## config.mk

```make
export PLATFORM = sky130hd
export DESIGN_NAME = prog_sequencer
export DESIGN_NICKNAME = d
export VERILOG_FILES = /design/src/rtl/prog_sequencer.sv
export SDC_FILE = /design/constraint.sdc
export NUM_CORES = 1
export LEC_CHECK = 0
export CELL_PAD_IN_SITES_DETAIL_PLACEMENT = 0
export CELL_PAD_IN_SITES_GLOBAL_PLACEMENT = 1
export CORE_ASPECT_RATIO = 1.75
export CORE_MARGIN = 2
export CORE_UTILIZATION = 35
export DETAILED_ROUTE_END_ITERATION = 8
export PLACE_DENSITY_LB_ADDON = 0.08
export SKIP_CTS_REPAIR_TIMING = 1
export SLEW_MARGIN = 20
export SYNTH_ARGS = -nofsm -noshare
export SYNTH_HDL_FRONTEND = slang
export SYNTH_SLANG_ARGS = --single-unit
```

## constraint.sdc

```tcl
create_clock -name clock -period 2.25 [get_ports clock]
set_clock_uncertainty 0.1 [all_clocks]
set_input_delay 0.45 -clock clock [delete_from_list [all_inputs] [get_ports clock]]
set_output_delay 0.45 -clock clock [all_outputs]
set_load 0.01 [all_outputs]
```

## src/rtl/prog_sequencer.sv

```systemverilog
// Program launch sequencer: edge-detects prioritised button requests, holds program_selector for a launch window, then waits for done or timeout.
// Build option: define PROG_SEQ_QUEUE_EN to add a one-deep pending-launch slot.
module prog_sequencer #(
  parameter int unsigned HOLD_CYCLES = 4,
  parameter int unsigned TIMEOUT     = 1024
) (
  input  logic        clock,
  input  logic        reset,
  input  logic        req_fib,
  input  logic        req_sort,
  input  logic        req_save,
  input  logic        req_load,
  input  logic        done,
  output logic [31:0] program_selector,
  output logic        busy,
  output logic [2:0]  last_prog,
  output logic        timeout_err,
  output logic [7:0]  drop_count
);

  typedef enum logic [1:0] {
    IDLE   = 2'd0,
    LAUNCH = 2'd1,
    RUN    = 2'd2
  } state_t;

  localparam logic [7:0]  HOLD_LAST    = 8'(HOLD_CYCLES - 1);
  localparam logic [15:0] TIMEOUT_LAST = 16'(TIMEOUT - 1);

  state_t      state;
  logic [3:0]  armed;
  logic [7:0]  hold_cnt;
  logic [15:0] run_cnt;
  logic [2:0]  cur_prog;

  logic [3:0]  req_vec;
  logic [3:0]  fire_vec;
  logic        fire;
  logic [2:0]  fire_code;
  logic        busy_now;
  logic        timed_out;
  logic        exiting;
  logic        drop_fire;
  logic        relaunch;
  logic [2:0]  relaunch_code;

`ifdef PROG_SEQ_QUEUE_EN
  logic        pend_valid;
  logic [2:0]  pend_prog;
  logic        store_pend;
`endif

  // armed holds the inverse of last cycle's request level; reset clears it so a
  // request still held across reset must drop and rise again before it fires.
  always_comb begin
    req_vec  = {req_load, req_save, req_sort, req_fib};
    fire_vec = req_vec & armed;
    fire     = |fire_vec;
    if (fire_vec[0])      fire_code = 3'd1;
    else if (fire_vec[1]) fire_code = 3'd2;
    else if (fire_vec[2]) fire_code = 3'd3;
    else if (fire_vec[3]) fire_code = 3'd4;
    else                  fire_code = 3'd0;
    busy_now  = (state != IDLE);
    timed_out = (run_cnt == TIMEOUT_LAST);
    exiting   = (state == RUN) && (done || timed_out);
  end

  always_comb begin
    drop_fire     = 1'b0;
    relaunch      = 1'b0;
    relaunch_code = '0;
`ifdef PROG_SEQ_QUEUE_EN
    store_pend = 1'b0;
    if (pend_valid) begin
      relaunch      = 1'b1;
      relaunch_code = pend_prog;
    end
    // A busy fire landing on the exit edge with an empty slot launches straight away.
    if (fire && busy_now) begin
      if (pend_valid) begin
        drop_fire = 1'b1;
      end else if (exiting) begin
        relaunch      = 1'b1;
        relaunch_code = fire_code;
      end else begin
        store_pend = 1'b1;
      end
    end
`else
    drop_fire = fire && busy_now;
`endif
  end

  always_ff @(posedge clock) begin
    if (reset) begin
      state            <= IDLE;
      armed            <= '0;
      hold_cnt         <= '0;
      run_cnt          <= '0;
      cur_prog         <= '0;
      program_selector <= '0;
      busy             <= 1'b0;
      last_prog        <= '0;
      timeout_err      <= 1'b0;
      drop_count       <= '0;
    end else begin
      armed <= ~req_vec;
      if (drop_fire && (drop_count != 8'hFF))
        drop_count <= drop_count + 8'd1;

      case (state)
        IDLE: begin
          if (fire) begin
            state            <= LAUNCH;
            cur_prog         <= fire_code;
            program_selector <= {29'd0, fire_code};
            hold_cnt         <= '0;
            busy             <= 1'b1;
          end
        end

        LAUNCH: begin
          if (hold_cnt == HOLD_LAST) begin
            state            <= RUN;
            program_selector <= '0;
            run_cnt          <= '0;
          end else begin
            hold_cnt <= hold_cnt + 8'd1;
          end
        end

        RUN: begin
          if (exiting) begin
            last_prog <= cur_prog;
            if (!done)
              timeout_err <= 1'b1;
            hold_cnt <= '0;
            busy     <= relaunch;
            if (relaunch) begin
              state            <= LAUNCH;
              cur_prog         <= relaunch_code;
              program_selector <= {29'd0, relaunch_code};
            end else begin
              state            <= IDLE;
              program_selector <= '0;
            end
          end else begin
            run_cnt <= run_cnt + 16'd1;
          end
        end

        default: begin
          state            <= IDLE;
          program_selector <= '0;
          busy             <= 1'b0;
        end
      endcase
    end
  end

`ifdef PROG_SEQ_QUEUE_EN
  always_ff @(posedge clock) begin
    if (reset) begin
      pend_valid <= 1'b0;
      pend_prog  <= '0;
    end else if (exiting) begin
      pend_valid <= 1'b0;
    end else if (store_pend) begin
      pend_valid <= 1'b1;
      pend_prog  <= fire_code;
    end
  end
`endif

endmodule

```

==> impl_metrics.json <==
{
  "outcome": "finished, final reports clean",
  "die_w_um": 70.1,
  "worst-endpoint-arrival_ns": 2.12,
  "rsz0062_at_grt": "no",
  "synth_common_cells": "dfxtp_1 (49), buf_4 (29), nand3_1 (24)",
  "seq_area_frac_synth_pct": 36.7,
  "start_util_pct": 35.8,
  "ys_seq_elements": 49,
  "yosysMostFrequentCell": "dfxtp_1",
  "syn_area_mm2": 0.00267,
  "dpl_cell_area_mm2": 0.00306,
  "cap_violations": 0,
  "reg2reg_depth": 7,
  "p_int_uw": 1500,
  "clk_pin_slew_ns": 0.06,
  "core_mm2": 0.00746,
  "min_path_cells": 2,
  "nNetsFinal": 369,
  "finalWirelength_um": 6790,
  "vias_per_cell": 5.37,
  "path_common_cell": "buf_4",
  "synth_edf_count": 0,
  "grt_usage_pct": 16.8,
  "antenna_found_initial": 0,
  "powerDensity_mw_per_mm2": 611,
  "fin_ws_ns": 0.245,
  "critPathMaxStageDelay_ns": 0.47,
  "yosysTopAreaCellShare_pct": 36.7,
  "crit_required_ns": 2.37,
  "min_period_ns": 2.01,
  "vias": 2406,
  "hold_viol": 0,
  "htree_levels": 2,
  "power.share.clock_pct": 44.6,
  "hp-class": "reg2reg",
  "power_frac_comb_pct": 9.7,
  "p_switching_uw": 478,
  "rows": 42,
  "grt-ovfl-total": 0,
  "clock-root-buffer": "clkbuf_16",
  "synth_area_leaders": "dfxtp_1 (37%), buf_4 (8.1%), a31oi_1 (4.7%), nand3_1 (4.5%), nand2_1 (3.2%)",
  "cp_cell_sequence": "clkdlybuf4s50_1, a22o_1, o22ai_1, buf_4, buf_4, or4_1, a21oi_1",
  "wl_per_cell_um": 15.2,
  "hpwl_um": 5120,
  "synthCells": 314,
  "firstDrtPassIters": 4,
  "drt_iter0_markers": 115,
  "synth-async-reset-ratio_pct": 0,
  "clock-sinks": 49,
  "yosys_warnings": 0,
  "crit_path_max_fanout": 13,
  "ant_nets": 0,
  "maxSlewViolCount": 0,
  "syn_avg_cell_area_um2": 8.52,
  "clk_path_buf_depth": 2,
  "drc_errors": 0,
  "io_pins": 52,
  "post_route_cells_drive_above_1_share_pct": 14.4,
  "irDropWorstVdd_mv": 0.525,
  "die_h_um": 120,
  "numPortBuffers": 22,
  "switching_share_pct": 24.2,
  "power_leakage_uw": 0.00117,
  "yosys.area.top_type": "dfxtp_1",
  "path_class": "in2reg",
  "grt_max_degree": 17,
  "yosysUniqueCellTypes": 55,
  "clock_latency_ns": 0.30,
  "setup_viol": 0,
  "synthFlopType": "dfxtp_1",
  "cts-buffers-inserted": 5,
  "fin_crit_sh_pct": 89.1,
  "grt_pass1_vias": 2260,
  "start_kind": "input port",
  "cts_tree": "yes",
  "area_delta_synth_final_pct": 20.9,
  "grt_pass1_wl_um": 11100,
  "final_area_mm2": 0.00323,
  "cp_slowest_cell": "clkdlybuf4s50_1",
  "die_area_mm2": 0.00838,
  "seq_power_share_pct": 45.7,
  "diodes": 0,
  "fmax_mhz": 499,
  "dpl_worst_slack_ns": -0.0607,
  "gp_congestion": 0.799,
  "endpoint_kind": "flop"
}
power by group through the flow:
stage / clock network, uW / logic, uW / registers, uW
floorplan: 0 / 144 / 921
global placement: 0 / 191 / 923
detailed placement: 0 / 192 / 923
CTS: 895 / 193 / 903
global route: 936 / 212 / 905
finish: 881 / 191 / 902
placed cells by master, fill, tap and decap left out, types with 9 or more instances in the layout:
cell / instances
o21ai_0: 12
inv_1: 10
a31oi_1: 20
nand3_1: 24
dfxtp_1: 49
nor2_1: 14
clkdlybuf4s50_1: 22
nor3_1: 9
a21oi_1: 17
buf_4: 30
nand2_1: 23
conb_1: 29
critical path: cells and delay by family:
family	cells	cell delay [ns]
compound gates	3	0.47
buf+inv	3	0.79
simple gates	1	0.40
metal layers:
| layer | global-route usage, % | part of all wire [%] | up-vias |
|---|---|---|---|
| met1 | 17.4 | 37 | 1124 |
| met5 | 0 | 0 | - |
| li1 | - | - | 1207 |
| met4 | 7.57 | 3.3 | 0 |
| met2 | 32.2 | 56 | 62 |
| met3 | 2.52 | 3.2 | 13 |
stage by stage:
stage	hold WS, ns	util (%)	instances	setup TNS (ns)	power, uW
CTS	0.358	43.3	448	0	1990
global placement	0.347	41.0	440	-0.0332	1110
finish	0.355	43.3	448	0	1970
detailed placement	0.347	41.0	440	-0.121	1110
floorplan	0.337	-	342	0	1060
global route	0.381	43.3	448	0	2050
layout make-up:
class / count / area [um^2]
timing repair buffer: 53 / 465
clock buffer: 5 / 125
inverter: 10 / 37.5
sequential: 49 / 981
fill: 766 / 4230
multi-input combinational: 240 / 1470
clock inverter: 3 / 46.3
tap: 88 / 110
cells by family (layout without fill, tap and decap cells):
logic type | after synthesis | in the layout | share of synthesized area (%)
AND/OR/NAND/NOR | 116 | 116 | 24.1
AO/OA/AOI/OAI | 86 | 86 | 23.0
buffers and inverters | 53 | 71 | 12.4
flip-flops | 49 | 49 | 36.7
adder cells (fa/ha/maj) | 3 | 3 | 1.40
XOR/XNOR | 3 | 3 | 0.983
multiplexers | 3 | 3 | 1.26
other | 1 | 29 | 0.140
flip-flops by register name, indices dropped and copies added, names as in the netlist:
register and count:
busy 1, cur_prog 3, run_cnt 16, drop_count 8, armed 4, last_prog 3, timeout_err 1, program_selector 3
state 2, hold_cnt 8
worst paths after layout:
path / start / end / slack [ns]
setup / recovery: req_sort / drop_count[2]$_SDFFE_PP0P_ / 0.24
hold / removal: cur_prog[1]$_SDFFE_PP0P_ / cur_prog[1]$_SDFFE_PP0P_ / 0.35
setup reg to reg: run_cnt[0]$_SDFFE_PP0P_ / hold_cnt[6]$_SDFFE_PP0P_ / 0.29
hold reg to reg: cur_prog[1]$_SDFFE_PP0P_ / cur_prog[1]$_SDFFE_PP0P_ / 0.35
Power figures use the tool's default switching activity.
